[src/rtl/instr_mem_loadable.sv]
// instr_mem_loadable: instruction memory filled through a load session and read
// through a registered fetch port with one cycle of latency.
// Optional feature macro: IMEM_PARITY_EN adds one even-parity bit per stored word
// and a parity_err output that is checked on every fetch.
//
// state | meaning
// IDLE  | fetches served; load_en starts a new session
// LOAD  | load_ready=1, each valid word written at wr_ptr
// DONE  | single-cycle load_done pulse, then back to IDLE
module instr_mem_loadable #(
  parameter int DATA_W = 32,
  parameter int ADDR_W = 5
) (
  input  logic              clk,
  input  logic              rst,
  input  logic              load_en,
  input  logic              load_valid,
  input  logic [DATA_W-1:0] load_data,
  output logic              load_ready,
  output logic              load_done,
  output logic [ADDR_W:0]   load_count,
  input  logic              fetch_req,
  input  logic [ADDR_W-1:0] pc,
  output logic [DATA_W-1:0] instruction,
  output logic              fetch_valid,
  output logic              busy
`ifdef IMEM_PARITY_EN
  ,
  output logic              parity_err
`endif
);

  localparam int DEPTH = 2**ADDR_W;

  typedef enum logic [1:0] {ST_IDLE, ST_LOAD, ST_DONE} state_t;

  state_t            state, state_nxt;
  logic [ADDR_W-1:0] wr_ptr;
  logic              wr_en;
  logic              fetch_ok;

  // Contents survive reset; only power-up zeroes them.
  logic [DATA_W-1:0] mem [DEPTH] = '{default: '0};

  assign fetch_ok = (state == ST_IDLE) && fetch_req;

  // Next-state and handshake outputs; a write at the last address ends the session.
  always_comb begin
    state_nxt  = state;
    load_ready = 1'b0;
    load_done  = 1'b0;
    busy       = 1'b0;
    wr_en      = 1'b0;
    case (state)
      ST_IDLE: begin
        if (load_en) state_nxt = ST_LOAD;
      end
      ST_LOAD: begin
        load_ready = 1'b1;
        busy       = 1'b1;
        if (!load_en) begin
          state_nxt = ST_DONE;
        end else if (load_valid) begin
          wr_en = 1'b1;
          if (&wr_ptr) state_nxt = ST_DONE;
        end
      end
      ST_DONE: begin
        load_done = 1'b1;
        busy      = 1'b1;
        state_nxt = ST_IDLE;
      end
      default: state_nxt = ST_IDLE;
    endcase
  end

  // State register, write pointer and word counter; the pointer saturates instead of wrapping.
  always_ff @(posedge clk) begin
    if (rst) begin
      state      <= ST_IDLE;
      wr_ptr     <= '0;
      load_count <= '0;
    end else begin
      state <= state_nxt;
      if (state == ST_IDLE && load_en) begin
        wr_ptr     <= '0;
        load_count <= '0;
      end else if (wr_en) begin
        load_count <= load_count + (ADDR_W+1)'(1);
        if (!(&wr_ptr)) wr_ptr <= wr_ptr + ADDR_W'(1);
      end
    end
  end

  // Memory write port; reset blocks a write issued in the same cycle.
  always_ff @(posedge clk) begin
    if (wr_en && !rst) mem[wr_ptr] <= load_data;
  end

  // Registered fetch port; instruction holds when no fetch is served.
  always_ff @(posedge clk) begin
    if (rst) begin
      fetch_valid <= 1'b0;
      instruction <= '0;
    end else if (fetch_ok) begin
      fetch_valid <= 1'b1;
      instruction <= mem[pc];
    end else begin
      fetch_valid <= 1'b0;
    end
  end

`ifdef IMEM_PARITY_EN
  logic par_mem [DEPTH] = '{default: 1'b0};

  // Parity bit is written alongside its data word.
  always_ff @(posedge clk) begin
    if (wr_en && !rst) par_mem[wr_ptr] <= ^load_data;
  end

  // Parity error qualifies the same cycle as fetch_valid and is low otherwise.
  always_ff @(posedge clk) begin
    if (rst)           parity_err <= 1'b0;
    else if (fetch_ok) parity_err <= (^mem[pc]) ^ par_mem[pc];
    else               parity_err <= 1'b0;
  end
`endif

endmodule

[config.mk]
export PLATFORM = sky130hd
export DESIGN_NAME = instr_mem_loadable
export DESIGN_NICKNAME = d
export VERILOG_FILES = /design/src/rtl/instr_mem_loadable.sv
export SDC_FILE = /design/constraint.sdc
export NUM_CORES = 1
export LEC_CHECK = 0
export BUFFER_PORTS_ARGS = -buffer_cell sky130_fd_sc_hd__clkbuf_2
export CELL_PAD_IN_SITES_DETAIL_PLACEMENT = 0
export CELL_PAD_IN_SITES_GLOBAL_PLACEMENT = 1
export CORE_ASPECT_RATIO = 0.7
export CORE_MARGIN = 1
export CORE_UTILIZATION = 30
export CTS_BUF_LIST = sky130_fd_sc_hd__clkbuf_8
export DETAILED_ROUTE_END_ITERATION = 16
export HOLD_SLACK_MARGIN = 0.05
export PLACE_DENSITY_LB_ADDON = 0.1
export SYNTH_ARGS = -nofsm -noshare
export SYNTH_HDL_FRONTEND = slang
export SYNTH_SLANG_ARGS = --single-unit
export TNS_END_PERCENT = 50
[constraint.sdc]
create_clock -name clk -period 3.1 [get_ports clk]
set_input_delay 0.62 -clock clk [delete_from_list [all_inputs] [get_ports clk]]
set_output_delay 0.62 -clock clk [all_outputs]
set_load 0.02 [all_outputs]
* Word-level counts from Yosys, hierarchy flattened
Memories as Yosys holds them, arrays and structs flattened. A register that Yosys moved wholly into a read port is not among the register bits.
Index checks and enable logic that the tools add are counted.
** Word-level totals
- Register bits :: 14
- Bits in latches :: 0
- Bits in writable memories :: 1024
- ROM bits :: 0
- Input port bits :: 42
- Output and inout port bits :: 42
- Memories kept :: 1
** Cells by class
- Add/sub/neg operators :: 2
- $mul :: 0
- Divide/modulo/power cells :: 0
- Magnitude comparators :: 0
- Equal/unequal tests :: 5
- Shifts and indexed selects :: 0
- Muxes and demuxes :: 14
- Bitwise logic cells :: 1
- Reduce and logical (&&, ||, !) cells :: 10
** Memories
- mem :: words 32, width 32, read ports 1, clocked after memory_dff 1, wr ports 1, line 43 : logic [DATA_W-1:0] mem [DEPTH] = '{default: '0};
** Operator list (number)
- 2-to-1 mux 1 bit :: 9
- 2-to-1 mux 2 bit :: 4
- adder 6 x 1 -> 6 bit (second input constant) :: 1
- inequality test 3 bit (second input constant) :: 2
- adder 5 x 1 -> 5 bit (second input constant) :: 1
- AND reduction 5 bit :: 1
- one-hot mux 2 bit (2 select lines) :: 1
- OR reduction 2 bit :: 2
- logical AND 1 bit :: 3
- AND reduction 3 bit :: 1
- == test 2 x 1 -> 1 bit (second input constant) :: 1
- == test 2 bit (second input constant) :: 1
- zero test 2 bit :: 1
- inequality test 2 bit (second input constant) :: 1
- AND reduction 2 bit :: 1
- zero test 1 bit :: 1
- NOT 1 bit :: 1

* Depth between registers and ports, before layout
- Word-level depth :: 6
- Gate-level depth with buffers :: 8

* Least setup slack after synthesis
No wires, ideal clock.
- Path kind :: reg-to-reg
- Start :: register state[1]
- End :: memory mem[12][0] (enable)
- Arrival time :: 2.781 ns
- Data required time :: 2.679 ns
- Setup slack :: -0.102 ns
- Cell stages (with the launch flop) :: 7
- Buffers on the path :: 0
- Period minus slack after synthesis :: 3.202 ns
- Cells stage by stage :: dfxtp_1 -> inv_1 -> ha_1 -> nand3_1 -> nor2_1 -> nand2_1 -> nor2_1
** Between the ends
- Word-level cells in the longest chain between the ends :: 5
** Ends and longest elaborated chain
- start, declared :: line 37 : state_t state, state_nxt;
- start signal, assigned :: line 84 : state <= state_nxt;
- == test 2 x 1 -> 1 bit :: line 54 : case (state)
- 2-to-1 mux 1 bit :: line 54
- logical AND 1 bit :: line 97 : if (wr_en && !rst) mem[wr_ptr] <= load_data;
- 2-to-1 mux 1 bit :: line 97
- 2-to-1 mux 1 bit (implied by the code) :: line 97
- end, declared :: line 43
Every way passes these cells.

* Final worst setup path
- Start :: register state[1]
- End :: memory mem[25][11] (enable)
The elaborated chain is that of the path after synthesis.

==> impl_metrics.env <==
export IMPL_crit_required_ns=3.57
export IMPL_drt_initial_drc_count=1709
export IMPL_place_inst=4259
export IMPL_outcome="completed"
export IMPL_fp_dieH_um=314
export IMPL_reg2reg_depth=7
export IMPL_pwr_density_cell_nw_per_um2=598
export IMPL_whs_path_depth=5
export IMPL_ant_nets=0
export IMPL_synthXorXnorAreaFrac_pct=0.147
export IMPL_synth_compound_area_share_pct=7.24
export IMPL_worstHoldPathType="input pin to flip-flop"
export IMPL_finalWirelength_mm=129
export IMPL_port_buffer_count=83
export IMPL_synth_edff_count=1024
export IMPL_power_total_uw=29200
export IMPL_start_util_pct=30.2
export IMPL_synth_distinct_cells=34
export IMPL_insertion_delay_ns=0.85
export IMPL_leakagePower_uw=0.0170
export IMPL_rows=114
export IMPL_synth_nets=2370
export IMPL_drive_above_1_share_pct=18.6
export IMPL_min_period_over_period_pct=83.6
export IMPL_yosys_warnings=0
export IMPL_ys_ff_latch=1070
export IMPL_antenna_found_initial=4
export IMPL_critPathCaptureType="flip-flop"
export IMPL_grt_total_usage_pct=18.4
export IMPL_maxSlewHeadroom_pct=48.9
export IMPL_dr_pass1_iters=5
export IMPL_ys_flop_type="edfxtp_1"
export IMPL_synth_simple_gate_area_share_pct=1.77
export IMPL_post_cts_buffers=0
export IMPL_final_setup_tns_ns=0
export IMPL_synth_top_area_share_pct=73.8
export IMPL_hold_buffers=1
export IMPL_die_w_um=447
export IMPL_crit_type="flip-flop to flip-flop"
export IMPL_place_hpwl_mm=68.7
export IMPL_setup_viol=0
export IMPL_max_freq_mhz=386
export IMPL_rsz0062_at_grt="no"
export IMPL_synth_top_area_cell="edfxtp_1"
export IMPL_synth_top_family_by_area="multiplexers"
export IMPL_start_kind="flip-flop"
export IMPL_vdd_drop_max_mv=0.284
export IMPL_synth_most_common_cell="edfxtp_1"
export IMPL_finalClockSkew_ns=0.0322
export IMPL_vias_per_cell=4.89
export IMPL_maxCapViolCount=0
export IMPL_path_clk_slew_ns=0.07
export IMPL_grt_pass1_wl_mm=179
export IMPL_num_io_pins=84
export IMPL_final_min_clock_period_ns=2.59
export IMPL_die_area_um2=140000
export IMPL_cts_resized=0
export IMPL_cts_max_level=4
export IMPL_grt_ovfl_total=0
export IMPL_worst_slew_pin_slew_ns=0.767
export IMPL_synthTopCellsByCount="1024 x edfxtp_1, 513 x mux2i_1, 256 x a22oi_1, 133 x a21oi_1, 81 x nor2_1"
export IMPL_grt_max_degree=60
export IMPL_worstPathMaxFanout=18
export IMPL_numCtsBuffers=174
export IMPL_grt_pass1_vias=23100
export IMPL_synth_fa_ha_area_share_pct=0.300
export IMPL_route_detailed_drc=0
export IMPL_avgSynthCellArea_um2=18.0
export IMPL_synthTopCellsByArea="edfxtp_1 74%, mux2i_1 12%, a22oi_1 4.6%, dfxtp_1 2.2%, a21oi_1 1.6%"
export IMPL_nets=2632
export IMPL_cts_path_max_buffers=3
export IMPL_async_flop_share_pct=0
export IMPL_fin_cells=4578
export IMPL_dr_total_vias=22400
export IMPL_drv_slew=0
export IMPL_clock_sinks=1070
export IMPL_root_buffer="clkbuf_8"
export IMPL_globalplace_congestion=0.711
export IMPL_netlist_instances=2318
export IMPL_finish_utilization_pct=35.4
export IMPL_core_um2=138000
export IMPL_finalHoldViolations=0
export IMPL_cts_tree="yes"
export IMPL_wl_per_cell_um=28.2
export IMPL_netlist_area_um2=41700
export IMPL_synth_mux_area_share_pct=12.3
export IMPL_syn_to_final_growth_pct=17.0
export IMPL_cp_data_arrival_time_ns=3.06
export IMPL_ys_seq_area_share_pct=76.0
==> stage by stage <==
step	worst slack, ns	hold slack [ns]	cell area (um^2)
finish	0.507	0.191	48800
floorplan	-0.102	0.491	41700
detailed placement	0.326	0.514	45600
CTS	0.477	0.0763	48800
global route	0.416	0.179	48800
global placement	0.338	0.490	45600
==> report_power, final <==
| part | internal (uW) | switching, uW |
|---|---|---|
| combinational | 604 | 1170 |
| sequential | 15900 | 67.2 |
| clock | 5760 | 5650 |
==> routing by layer <==
| metal | vias up | wire [um] | GRT usage [%] |
|---|---|---|---|
| met4 | 0 | 2950 | 5.78 |
| met5 | - | 0 | 0 |
| met1 | 11800 | 59500 | 25.1 |
| met3 | 205 | 5350 | 3.13 |
| met2 | 521 | 61100 | 29.7 |
| li1 | 9885 | - | - |
==> flip-flops by register name, summed over array words and instances (netlist names) <==
| name | cells |
|---|---|
| fetch_valid | 1 |
| instruction | 32 |
| load_count | 6 |
| mem | 1024 |
| state | 2 |
| wr_ptr | 5 |
==> cells in the final DEF (no fill, tap or decap), drive strengths merged, types with 3 or more instances in the layout <==
cell,synthesis,final
a21oi,133,133
clkbuf,74,271
nand3b,3,3
ha,10,10
or4,32,32
nand2,11,11
mux2i,513,513
a211oi,32,32
xor2,5,5
inv,4,90
buf,66,144
o21ai,3,3
dfxtp,46,46
a22oi,256,256
nand3,4,4
nor2,81,81
nor2b,4,4
clkinv,0,37
edfxtp,1024,1024
==> kinds of logic after synthesis <==
logic type | Yosys count
flip-flops | 1070
XOR/XNOR | 7
AND/OR/NAND/NOR | 148
buffers and inverters | 144
adder cells (fa/ha/maj) | 10
AO/OA/AOI/OAI | 426
multiplexers | 513
==> final cells by class <==
type | count | area, um^2
clock buffers | 190 | 2620
repair buffers | 226 | 2230
well taps | 1856 | 2320
clock inverters | 127 | 562
inverters | 4 | 15.0
diodes | 1 | 2.50
flip-flops and latches | 1070 | 31700
multi-input cells | 1104 | 9350
fillers | 13000 | 89200
==> worst max-delay path, stage by stage (launching register included) <==
cell     delay [ns]
dfxtp_1        0.33
inv_1          0.10
ha_1           0.26
nand3_1        0.12
nor2_1         0.28
nand2_1        0.37
nor2_4         0.21
buf_4          0.48
==> final timing paths <==
kind                         start                    end  slack, ns
max          state[1]$_SDFFE_PP0P_  mem[25][11]$_DFFE_PP_       0.51
min                     load_valid  state[1]$_SDFFE_PP0P_       0.19
max reg2reg  state[1]$_SDFFE_PP0P_  mem[25][11]$_DFFE_PP_       0.51
min reg2reg  state[1]$_SDFFE_PP0P_  state[1]$_SDFFE_PP0P_       0.52
No activity file was read; power rests on OpenSTA's default activity.
